--- config.mk ---
export PLATFORM = sky130hd
export DESIGN_NAME = microstate_sequencer
export DESIGN_NICKNAME = d
export VERILOG_FILES = /design/src/rtl/microstate_sequencer.sv
export SDC_FILE = /design/constraint.sdc
export NUM_CORES = 1
export LEC_CHECK = 0
export ABC_AREA = 0
export BUFFER_PORTS_ARGS = -buffer_cell sky130_fd_sc_hd__buf_2
export CAP_MARGIN = 20
export CELL_PAD_IN_SITES_DETAIL_PLACEMENT = 2
export CELL_PAD_IN_SITES_GLOBAL_PLACEMENT = 2
export CORE_ASPECT_RATIO = 1.25
export CORE_MARGIN = 2
export CORE_UTILIZATION = 32
export CTS_CLUSTER_DIAMETER = 120
export DETAILED_ROUTE_END_ITERATION = 7
export GPL_TIMING_DRIVEN = 0
export PLACE_DENSITY = 0.93
export SYNTH_ARGS = -nofsm -noshare
export SYNTH_HDL_FRONTEND = slang
export SYNTH_SLANG_ARGS = --single-unit
export TNS_END_PERCENT = 5
--- constraint.sdc ---
create_clock -name Clk -period 4.8 [get_ports Clk]
set_input_delay 0.48 -clock Clk [delete_from_list [all_inputs] [get_ports Clk]]
set_output_delay 0.48 -clock Clk [all_outputs]
set_load 0.02 [all_outputs]
--- src/rtl/microstate_sequencer.sv ---
// Microprogram sequencer: holds the control-ROM address and selects the next one from
// the ROM word's mode field, dispatch target, branch condition and memory handshake.
module microstate_sequencer #(
    parameter int unsigned STATE_W     = 7,
    parameter int unsigned RESET_STATE = 0,
    parameter int unsigned FETCH_STATE = 1,
    parameter int unsigned FAULT_STATE = 127,
    parameter int unsigned MOC_TIMEOUT = 16,
    parameter int unsigned CNT_W       = 6
) (
    input  logic               Clk,
    input  logic               Reset_n,
    input  logic [STATE_W-1:0] Decoded_State,
    input  logic [2:0]         N_Sel,
    input  logic [STATE_W-1:0] CR_Addr,
    input  logic               Inv,
    input  logic               Cond,
    input  logic               MOC,
    input  logic [CNT_W-1:0]   Cnt_Load,
    input  logic               Stall,
    output logic [STATE_W-1:0] State,
    output logic               Dispatch,
    output logic               Repeating,
    output logic               Mem_Fault
);

    // wait_cnt never exceeds MOC_TIMEOUT-1, so clog2 bits are enough.
    localparam int unsigned WAIT_W = (MOC_TIMEOUT > 2) ? $clog2(MOC_TIMEOUT) : 1;

    typedef enum logic [2:0] {
        ModeDispatch = 3'd0,
        ModeInc      = 3'd1,
        ModeJump     = 3'd2,
        ModeBranch   = 3'd3,
        ModeMemWait  = 3'd4,
        ModeRepeat   = 3'd5,
        ModeFetch    = 3'd6,
        ModeIllegal  = 3'd7
    } mode_e;

    logic [STATE_W-1:0] r_state;
    logic [WAIT_W-1:0]  r_wait_cnt;
    logic [CNT_W-1:0]   r_rep_cnt;
    logic               r_repeating;
    logic               r_mem_fault;

    mode_e              w_mode;
    logic [STATE_W-1:0] w_state_inc;
    logic [STATE_W-1:0] w_state_d;
    logic [WAIT_W-1:0]  w_wait_d;
    logic [CNT_W-1:0]   w_rep_d;
    logic               w_repeating_d;
    logic               w_fault_d;

    assign w_mode      = mode_e'(N_Sel);
    assign w_state_inc = r_state + STATE_W'(1);

    always_comb begin
        w_state_d     = r_state;
        w_wait_d      = '0;
        w_rep_d       = '0;
        w_repeating_d = 1'b0;
        w_fault_d     = r_mem_fault;
        if (Stall) begin
            w_wait_d      = r_wait_cnt;
            w_rep_d       = r_rep_cnt;
            w_repeating_d = r_repeating;
        end else begin
            unique case (w_mode)
                ModeDispatch: w_state_d = Decoded_State;
                ModeInc:      w_state_d = w_state_inc;
                ModeJump:     w_state_d = CR_Addr;
                ModeBranch:   w_state_d = (Cond ^ Inv) ? CR_Addr : w_state_inc;
                ModeMemWait: begin
                    // MOC arriving on the timeout cycle takes precedence over the fault.
                    if (MOC) begin
                        w_state_d = w_state_inc;
                    end else if (r_wait_cnt == WAIT_W'(MOC_TIMEOUT - 1)) begin
                        w_state_d = STATE_W'(FAULT_STATE);
                        w_fault_d = 1'b1;
                    end else begin
                        w_wait_d = r_wait_cnt + WAIT_W'(1);
                    end
                end
                ModeRepeat: begin
                    if (r_repeating) begin
                        if (r_rep_cnt == CNT_W'(1)) begin
                            w_state_d = w_state_inc;
                        end else begin
                            w_rep_d       = r_rep_cnt - CNT_W'(1);
                            w_repeating_d = 1'b1;
                        end
                    end else if (Cnt_Load <= CNT_W'(1)) begin
                        w_state_d = w_state_inc;
                    end else begin
                        w_rep_d       = Cnt_Load - CNT_W'(1);
                        w_repeating_d = 1'b1;
                    end
                end
                ModeFetch:    w_state_d = STATE_W'(FETCH_STATE);
                ModeIllegal:  w_state_d = STATE_W'(FAULT_STATE);
                default:      w_state_d = STATE_W'(FAULT_STATE);
            endcase
        end
    end

    always_ff @(posedge Clk or negedge Reset_n) begin
        if (!Reset_n) begin
            r_state     <= STATE_W'(RESET_STATE);
            r_wait_cnt  <= '0;
            r_rep_cnt   <= '0;
            r_repeating <= 1'b0;
            r_mem_fault <= 1'b0;
        end else begin
            r_state     <= w_state_d;
            r_wait_cnt  <= w_wait_d;
            r_rep_cnt   <= w_rep_d;
            r_repeating <= w_repeating_d;
            r_mem_fault <= w_fault_d;
        end
    end

    assign State     = r_state;
    assign Dispatch  = (N_Sel == 3'd0) & ~Stall;
    assign Repeating = r_repeating;
    assign Mem_Fault = r_mem_fault;

endmodule

### Word-level counts from Yosys, hierarchy flattened

Cells that the tools add are included.

| storage, ports and cells | value |
|---|---|
| register bits | 19 |
| bits in latches | 0 |
| bits in writable memories | 0 |
| bits in read-only memories | 0 |
| input bits | 29 |
| output and inout port bits | 10 |
| word-level logic and storage cells | 47 |
| memories | 0 |

| cells by class | value |
|---|---|
| $add $sub $neg | 4 |
| multiply operators | 0 |
| div/mod/pow operators | 0 |
| $lt $le $gt $ge | 1 |
| equal/unequal tests | 12 |
| shifts and indexed selects | 0 |
| mux-type cells | 18 |
| bitwise gates (word level) | 4 |
| reductions and logical operators | 3 |

Operator list:

| cell | count |
|---|---|
| 7-bit one-hot mux with 8 select lines | 1 |
| 7-bit two-way mux | 6 |
| 6-bit two-way mux | 4 |
| 3-bit equality test (second input constant) | 4 |
| 4-bit two-way mux | 3 |
| 6-bit by 1-bit subtractor with 6-bit output (second input constant) | 2 |
| 3-bit != test (second input constant) | 3 |
| 4-bit AND reduction | 2 |
| 7-bit by 1-bit adder with 7-bit output (second input constant) | 1 |
| 3-bit by 2-bit equality test with 1-bit output (second input constant) | 2 |
| 6-bit by 1-bit equality test with 1-bit output (second input constant) | 1 |
| 6-bit by 1-bit <= comparator with 1-bit output (second input constant) | 1 |
| 4-bit by 1-bit adder with 4-bit output (second input constant) | 1 |
| 4-bit equality test (second input constant) | 1 |
| 1-bit two-way mux | 4 |
| 3-bit by 1-bit equality test with 1-bit output (second input constant) | 1 |
| 3-bit logical NOT | 1 |
| 1-bit NOT | 2 |
| 1-bit AND | 1 |
| 1-bit bitwise XOR | 1 |

### Logic depth before layout (Yosys ltp)

Gate-level depths: netlist (run 1).

| logic depth | value |
|---|---|
| word-level depth | 4 |
| gate-level depth with buffers | 8 |
| depth with buffers taken out | 7 |

### Worst setup path after synthesis (run 1)

OpenSTA, ideal clock, no wires.

| timing path | value |
|---|---|
| path kind | input port to output port |
| start | in N_Sel[1] |
| end | out Dispatch |
| arrival time | 1.479 ns |
| data required time | 4.320 ns |
| setup slack | 2.841 ns |
| stages | 4 |
| buffers on the path | 2 |
| cells stage by stage | clkbuf_1 or3_1 clkbuf_1 nor2_1 |

| between the ends | value |
|---|---|
| cells in the longest elaborated chain, start to end | 2 |

RTL lines:

| element | RTL line | text |
|---|---|---|
| start: declaration | 14 | `input logic [2:0] N_Sel,` |
| 3-bit logical NOT | 124 | `assign Dispatch = (N_Sel == 3'd0) & ~Stall;` |
| 1-bit AND | 124 |  |
| end: declaration | 22 | `output logic Dispatch,` |

Every way passes these cells.

### Final worst setup path (run 1)

| timing path | value |
|---|---|
| start | in N_Sel[0] |
| end | out Dispatch |

Same word-level chain as after synthesis.

==> flow_metrics.env, run 1 <==
export IMPL_setup_tns_ns=0
export IMPL_min_period_ns=2.334
export IMPL_ir_drop_uv=118.0
export IMPL_fin_crit_sh_pct=48.62
export IMPL_clk_path_buf_depth=2
export IMPL_synth_area_per_cell_um2=8.590
export IMPL_dieArea_mm2=0.004924
export IMPL_hold_path_class="primary input to asynchronous set/reset pin"
export IMPL_worstSetupPathDepth=6
export IMPL_wl_met3_um=155
export IMPL_slew_viol_final=0
export IMPL_grt_total_usage_pct=19.52
export IMPL_drtPass1Iterations=4
export IMPL_utilization_pct=41.07
export IMPL_maxSlewHeadroom_pct=62.83
export IMPL_finalWeightedCongestion=0.7559
export IMPL_die_height_um=77.96
export IMPL_drt_iter0_markers=59
export IMPL_top_layer="met4"
export IMPL_start_kind="primary input"
export IMPL_end_kind="output pin"
export IMPL_met2WireLength_um=2465
export IMPL_numCtsBuffers=3
export IMPL_layout_drive_gt1_share_pct=25.62
export IMPL_grt_pass1_wl_um=7534
export IMPL_path_buf_inv=4
export IMPL_synth_main_ff_cell="dfrtp_1"
export IMPL_first_global_vias=1547
export IMPL_nNetsFinal=239
export IMPL_fmax_ghz=0.4285
export IMPL_initial_utilization_pct=33.89
export IMPL_diodes=0
export IMPL_drt_wl_total_um=4507
export IMPL_status="finished, final reports clean"
export IMPL_seq_area_frac_synth_pct=33.96
export IMPL_synth_fp_nets=198
export IMPL_areaGrowthSynthToFinish_pct=21.18
export IMPL_wl_met1_um=1843
export IMPL_critPathMaxStageDelay_ns=0.39
export IMPL_cellLeakagePower_nw=0.7900
export IMPL_synth_edf_count=0
export IMPL_drv_cap=0
export IMPL_rows=26
export IMPL_placement_io_buffers=36
export IMPL_htree_num_levels=1
export IMPL_path_max_fanout=10
export IMPL_worst_clock_skew_ns=0.004175
export IMPL_core_mm2=0.004131
export IMPL_cts_resized=0
export IMPL_hold_buffers=0
export IMPL_setup_viol=0
export IMPL_yosysWarnings=0
export IMPL_clkTransAtPathRegs_ns=0.08
export IMPL_cts_setup_buffers=0
export IMPL_clk_latency_ns=0.26
export IMPL_worst_hold_slack_ns=0.1620
export IMPL_antenna_found_initial=0
export IMPL_yosysUniqueCellTypes=42
export IMPL_critPathTopFamily="buffers and inverters"
export IMPL_dr_total_vias=1415
export IMPL_hpwl_um=3623
export IMPL_synth_cells=163
export IMPL_netlist_area_mm2=0.001400
export IMPL_path_class="primary input to output pin"
export IMPL_cts_tree="done"
export IMPL_io_pins=39
export IMPL_crit_slowest_cell="or3_1"
export IMPL_ant_nets=0
export IMPL_cp_required_ns=4.32
export IMPL_hold_violations=0
export IMPL_rsz0062_at_grt="no"
export IMPL_worst_pin_slew_ns=0.5560
export IMPL_synth_seq_cells=19
export IMPL_drc=0
export IMPL_async_reset_ff_share_pct=100.0
export IMPL_path_cells="buf_2, clkbuf_1, or3_1, clkbuf_1, nor2_1, buf_2"
export IMPL_die_w_um=63.16
export IMPL_reg2reg_depth=5
export IMPL_grt_max_degree=20
export IMPL_cts_sinks=19
export IMPL_avgViaCountPerCell=5.463
export IMPL_power_density_mw_per_mm2=267.9
export IMPL_wl_per_cell_um=17.40
export IMPL_grt_overflow_total=0
export IMPL_cp_arrival_ns=1.85
export IMPL_cts_root_buf="clkbuf_8"
cell usage after synthesis, types with 2 or more instances:
library cell | number | area, um^2
a221oi_1 | 5 | 43.79
dfrtp_1 | 19 | 475.5
nand2_1 | 18 | 67.56
and3_1 | 2 | 12.51
xnor2_1 | 4 | 35.03
o21a_1 | 2 | 15.01
nor3_1 | 8 | 40.04
nor2_1 | 16 | 60.06
xor2_1 | 7 | 61.31
o21ai_0 | 15 | 75.07
o31ai_2 | 3 | 37.54
a21oi_1 | 4 | 20.02
a211oi_1 | 2 | 15.01
nand2b_1 | 2 | 12.51
o31ai_1 | 4 | 30.03
inv_1 | 9 | 33.78
clkbuf_1 | 6 | 22.52
ha_1 | 6 | 75.07
or3_1 | 2 | 12.51
nand3_1 | 4 | 20.02
o22ai_1 | 2 | 12.51
a22o_1 | 3 | 26.28
metrics by stage:
step / cell area [um^2] / worst slack [ns] / power [mW] / instances
CTS: 1697 / 2.442 / 0.4607 / 259
global placement: 1650 / 2.545 / 0.3320 / 255
global route: 1697 / 2.395 / 0.4831 / 259
floorplan: 1400 / 2.841 / 0.2836 / 163
finish: 1697 / 2.466 / 0.4545 / 259
detailed placement: 1650 / 2.457 / 0.3411 / 255
layer usage:
metal | GRT usage (%) | up-vias
met4 | 4.889 | 0
li1 | - | 671
met2 | 38.09 | 38
met3 | 2.609 | 6
met1 | 21.81 | 700
met5 | 0 | -
state kept, by name, indices dropped and copies added (netlist names):
| name | count |
|---|---|
| State | 7 |
| Mem_Fault | 1 |
| r_wait_cnt | 4 |
| Repeating | 1 |
| r_rep_cnt | 6 |
where the power goes:
group | internal (mW) | switching, mW
clock | 0.0578 | 0.0586
sequential | 0.175 | 0.0222
combinational | 0.0574 | 0.0838
total | 0.290 | 0.165
final timing paths:
path	startpoint	to	slack (ns)
max	N_Sel[0]	Dispatch	2.47
min	Reset_n	r_rep_cnt[4]	0.16
max reg2reg	r_rep_cnt[2]	State[6]	3.02
min reg2reg	Mem_Fault	Mem_Fault	0.48
max in group asynchronous	Reset_n	State[0]	4.32
min in group Clk	Mem_Fault	Mem_Fault	0.48
kinds of logic (layout without fill, tap and decap cells):
group                    after synthesis  in the layout  synth area share (%)
flip-flops                            19             19                 33.96
AO/OA/AOI/OAI                         48             48                 26.10
AND/OR/NAND/NOR                       61             61                 21.81
buffers and inverters                 17             57                 5.183
XOR/XNOR                              11             11                 6.881
adder cells (fa/ha/maj)                6              6                 5.362
multiplexers                           1              1                0.7150
worst reg2reg max path: stages, from the launching register on:
cell and delay (ns):
dfrtp_1 0.45, or3_1 0.42, nor3_1 0.24, o21ai_2 0.17, buf_6 0.19, o31ai_2 0.23
layout make-up:
cell class,count,area [um^2]
fill,504,2435
tap,56,70.07
clock buffer,3,41.29
buffer,8,38.79
clock inverter,1,5.005
sequential,19,475.5
multi-input combinational,127,852.1
timing repair buffer,36,180.2
inverter,9,33.78
placed cells by master (no fill, tap or decap), types with 2 or more instances in the layout:
cell type  instances
buf_2             37
dfrtp_1           19
nand2_1           18
nor2_1            16
o21ai_0           15
inv_1              9
nor3_1             8
xor2_1             7
clkbuf_1           6
ha_1               6
a221oi_1           5
nand3_1            4
a21oi_1            4
xnor2_1            4
o31ai_1            4
o31ai_2            3
a22o_1             3
clkbuf_8           3
or3_1              2
nand2b_1           2
o21a_1             2
a211oi_1           2
and3_1             2
o22ai_1            2
Note: power is estimated with default switching activity, not from simulation.
==> run 2, diff against run 1 <==
CORE_UTILIZATION = 27   (was 32)
PLACE_DENSITY = 0.84   (was 0.93)
clock period = 1.9 ns   (was 4.8 ns; I/O delays follow)
==> flow_metrics.env, run 2 (synthesis results as in run 1) <==
export IMPL_status="finished, final reports clean"
export IMPL_path_cells="or3_1, nor3_2, o21ai_2, buf_6, o31ai_2"
export IMPL_ant_nets=0
export IMPL_wl_per_cell_um=16.55
export IMPL_fin_ws_ns=0.1811
export IMPL_antenna_found_initial=0
export IMPL_die_height_um=84.51
export IMPL_crit_slowest_cell="dfrtp_1"
export IMPL_layout_common_cells="buf_2 (37), dfrtp_1 (19), nand2_1 (18), nor2_1 (16), o21ai_0 (15)"
export IMPL_cp_arrival_ns=1.90
export IMPL_layout_commonest_cell="buf_2"
export IMPL_end_kind="register"
export IMPL_cp_startpoint="r_rep_cnt[2]"
export IMPL_slew_viol_final=0
export IMPL_dr_total_vias=1412
export IMPL_maxSlewHeadroom_pct=65.14
export IMPL_path_class="register to register"
export IMPL_diodes=0
export IMPL_rows=29
export IMPL_cp_required_ns=2.08
export IMPL_setup_viol=0
export IMPL_nNetsFinal=240
export IMPL_min_period_ns=1.719
export IMPL_grt_max_degree=20
export IMPL_path_max_fanout=10
export IMPL_grt_total_usage_pct=16.83
export IMPL_clk_latency_ns=0.27
export IMPL_clkTransAtPathRegs_ns=0.08
export IMPL_htree_num_levels=1
export IMPL_regArea_um2=475.5
export IMPL_cts_sinks=19
export IMPL_critPathMaxStageDelay_ns=0.46
export IMPL_areaGrowthSynthToFinish_pct=22.79
export IMPL_pre_cts_ws_ns=0.05845
export IMPL_drt_iter0_markers=34
export IMPL_io_pins=39
export IMPL_worst_clock_skew_ns=0.003979
export IMPL_r2r_start="r_rep_cnt[2]"
export IMPL_grt_pass1_wl_um=7521
export IMPL_fmax_ghz=0.5818
export IMPL_hold_violations=0
export IMPL_cellLeakagePower_nw=0.7944
export IMPL_finalWeightedCongestion=0.7292
export IMPL_hpwl_um=3554
export IMPL_hold_path_class="primary input to register"
export IMPL_cts_setup_buffers=0
export IMPL_clk_path_buf_depth=2
export IMPL_initial_utilization_pct=27.76
export IMPL_drt_wl_total_um=4401
export IMPL_largest_reg_flops=7
export IMPL_worst_pin_slew_ns=0.5215
export IMPL_die_w_um=68.41
export IMPL_grt_overflow_total=0
export IMPL_fin_crit_sh_pct=90.47
export IMPL_start_kind="register"
export IMPL_core_mm2=0.005044
export IMPL_min_delay_start="Decoded_State[4]"
export IMPL_drtPass1Iterations=4
export IMPL_rsz0062_at_grt="no"
export IMPL_dieArea_mm2=0.005781
export IMPL_multiInputGateArea_um2=857.1
export IMPL_first_global_vias=1578
export IMPL_drv_cap=0
export IMPL_drc=0
export IMPL_placement_io_buffers=36
export IMPL_numCtsBuffers=3
export IMPL_layout_drive_gt1_share_pct=25.98
export IMPL_cts_tree="done"
export IMPL_avgViaCountPerCell=5.308
export IMPL_cts_root_buf="clkbuf_8"
export IMPL_fill_cells=602
export IMPL_setup_tns_ns=0
export IMPL_ir_drop_uv=263.9
export IMPL_power_density_mw_per_mm2=670.3
[run 2: cell count changes in the layout (fill, tap and decap cells not counted), sizes merged]
cell,before,now
dlygate4sd3,0,1
[run 2: worst paths after layout]
check                                 to  slack [ns]  cells past startpoint
setup / recovery                State[3]        0.18                      5
hold / removal                  State[4]        0.22                      3
setup reg to reg                State[3]        0.18                      5
hold reg to reg                Mem_Fault        0.48                      1
max in group asynchronous  r_wait_cnt[1]        1.16                      2
min in group asynchronous   r_rep_cnt[3]        0.41                      2
[run 2: layer usage]
| metal | wire length, um | share of wire [%] | vias to the layer above | GRT usage, % |
|---|---|---|---|---|
| met5 | 0 | 0 | - | 0 |
| met4 | 46 | 1.0 | 0 | 4.182 |
| met3 | 177 | 4.0 | 5 | 1.743 |
| met2 | 2393 | 54 | 34 | 31.38 |
| met1 | 1784 | 41 | 703 | 19.61 |
| li1 | - | - | 670 | - |
[run 2: timing repair]
item                       CTS  global route
hold endpoints to repair    19             0
resized for setup            0             1
hold buffers                 1             0
setup endpoints to repair    0             3
[run 2: critical path, delay by kind of cell, from the launching register on]
family,cells,cell delay [ns]
AO/OA/AOI/OAI,2,0.38
flip-flops,1,0.46
AND/OR/NAND/NOR,2,0.60
buffers and inverters,1,0.19
[run 2: power breakdown]
part           switching, mW  leakage [nW]  internal, mW
clock                  0.157        0.0255         0.147
sequential            0.0531         0.252         0.441
combinational          0.208         0.517         0.147
total                  0.418         0.794         0.735
[run 2: cell type report]
type                            instances  area share (%)
Buffer                                  8           2.256
Clock buffer                            3           2.402
Clock inverter                          1          0.2911
Inverter                                9           1.965
Multi-Input combinational cell        127           49.85
Sequential cell                        19           27.66
Tap cell                               62           4.512
Timing Repair Buffer                   37           11.06
[run 2: through the flow]
step | cell area, um^2 | std cells | util, % | total power [mW] | hold slack [ns]
after detailed placement | 1658 | 261 | 32.87 | 0.8576 | 0.1743
final | 1719 | 266 | 34.09 | 1.152 | 0.2165
after global placement | 1658 | 261 | 32.87 | 0.8431 | 0.1750
after CTS | 1714 | 266 | 33.99 | 1.170 | 0.2149
after global routing | 1719 | 266 | 34.09 | 1.230 | 0.2186
after floorplan | 1400 | 163 | - | 0.7163 | -0.1056
==> run 3, diff against run 2 <==
CORE_UTILIZATION = 32   (was 27)
PLACE_DENSITY = 0.93   (was 0.84)
clock period = 2.2 ns   (was 1.9 ns; I/O delays follow)
==> flow_metrics.env, run 3 (synthesis results as in run 1) <==
export IMPL_cp_startpoint="N_Sel[0]"
export IMPL_path_class="primary input to output pin"
export IMPL_dp_cells=255
export IMPL_htree_num_levels=1
export IMPL_dieArea_mm2=0.004924
export IMPL_die_height_um=77.96
export IMPL_setup_viol=0
export IMPL_rsz0062_at_grt="no"
export IMPL_multiInputGateArea_um2=852.1
export IMPL_min_delay_start="Decoded_State[1]"
export IMPL_clk_latency_ns=0.26
export IMPL_drtPass1Iterations=4
export IMPL_status="finished, final reports clean"
export IMPL_grt_total_usage_pct=19.47
export IMPL_wl_per_cell_um=17.29
export IMPL_hold_path_class="primary input to register"
export IMPL_nNetsFinal=240
export IMPL_layout_common_cells="buf_2 (37), dfrtp_1 (19), nand2_1 (18), nor2_1 (16), o21ai_0 (15)"
export IMPL_cts_root_buf="clkbuf_8"
export IMPL_cts_resized=0
export IMPL_end_kind="output pin"
export IMPL_ant_nets=0
export IMPL_setup_tns_ns=0
export IMPL_dr_total_vias=1412
export IMPL_fmax_ghz=0.5520
export IMPL_worst_pin_slew_ns=0.5559
export IMPL_antenna_found_initial=0
export IMPL_grt_pass1_wl_um=7507
export IMPL_core_mm2=0.004131
export IMPL_cp_arrival_ns=1.59
export IMPL_path_max_fanout=10
export IMPL_rows=26
export IMPL_power_density_mw_per_mm2=581.5
export IMPL_cts_tree="done"
export IMPL_clkTransAtPathRegs_ns=0.07
export IMPL_utilization_pct=41.31
export IMPL_areaGrowthSynthToFinish_pct=21.89
export IMPL_maxSlewHeadroom_pct=62.84
export IMPL_instances_no_fill=260
export IMPL_worst_hold_slack_ns=0.2634
export IMPL_place_area_mm2=0.001650
export IMPL_grt_max_degree=20
export IMPL_diodes=0
export IMPL_hpwl_um=3623
export IMPL_grt_overflow_total=0
export IMPL_die_w_um=63.16
export IMPL_regArea_um2=475.5
export IMPL_finalWeightedCongestion=0.7559
export IMPL_drt_iter0_markers=60
export IMPL_cellLeakagePower_nw=0.7942
export IMPL_min_period_ns=1.812
export IMPL_initial_utilization_pct=33.89
export IMPL_layout_drive_gt1_share_pct=25.49
export IMPL_first_global_vias=1548
export IMPL_ir_drop_uv=256.4
export IMPL_cp_required_ns=1.98
export IMPL_hold_violations=0
export IMPL_worst_clock_skew_ns=0.006203
export IMPL_r2r_start="r_rep_cnt[2]"
export IMPL_avgViaCountPerCell=5.431
export IMPL_slew_viol_final=0
export IMPL_fin_area_mm2=0.001707
export IMPL_cts_sinks=19
export IMPL_fill_cells=501
export IMPL_drv_cap=0
export IMPL_largest_reg_flops=7
export IMPL_crit_slowest_cell="or3_1"
export IMPL_hold_buffers=1
export IMPL_layout_commonest_cell="buf_2"
export IMPL_path_cells="buf_2, clkbuf_1, or3_1, clkbuf_1, nor2_1, buf_2"
export IMPL_io_pins=39
export IMPL_clk_path_buf_depth=2
export IMPL_placement_io_buffers=36
export IMPL_fin_crit_sh_pct=82.35
export IMPL_start_kind="primary input"
export IMPL_numCtsBuffers=3
export IMPL_drt_wl_total_um=4495
export IMPL_cts_setup_buffers=0
export IMPL_critPathMaxStageDelay_ns=0.39
export IMPL_drc=0
[run 3: final timing paths]
path	endpoint	slack (ns)	cells past startpoint
setup / recovery	Dispatch	0.39	6
hold / removal	State[1]	0.26	3
setup reg to reg	State[6]	0.42	5
hold reg to reg	Mem_Fault	0.48	1
max in group asynchronous	State[0]	1.43	2
min in group asynchronous	r_rep_cnt[4]	0.44	2
[run 3: layer usage]
layer  GRT usage, %  up-vias  part of all wire [%]
met2          38.09       40                    55
met1          21.65      693                    40
met3          2.609        6                   3.6
met4          4.889        0                  0.96
met5              0        -                     0
li1               -      673                     -
[run 3: layout make-up]
type / instances / area share (%)
Clock inverter: 1 / 0.2933
Timing Repair Buffer: 37 / 11.14
Tap cell: 56 / 4.106
Buffer: 8 / 2.273
Multi-Input combinational cell: 127 / 49.93
Inverter: 9 / 1.979
Sequential cell: 19 / 27.86
Clock buffer: 3 / 2.419
[run 3: critical path: cells and delay by family]
family,cells,cell delay (ns)
buffers and inverters,4,0.77
and+or+nand+nor,2,0.58
[run 3: where the power goes]
part           internal [mW]  switching (mW)  total (mW)  leakage (nW)
clock                  0.126           0.128       0.254        0.0255
sequential             0.381          0.0474       0.429         0.252
combinational          0.126           0.183       0.309         0.517
[run 3: stage by stage]
step	power (mW)	setup slack, ns
after floorplan	0.6187	0.5676
after global placement	0.7243	0.3827
after detailed placement	0.7443	0.2888
after CTS	1.006	0.3620
after global routing	1.053	0.3041
final	0.9925	0.3882
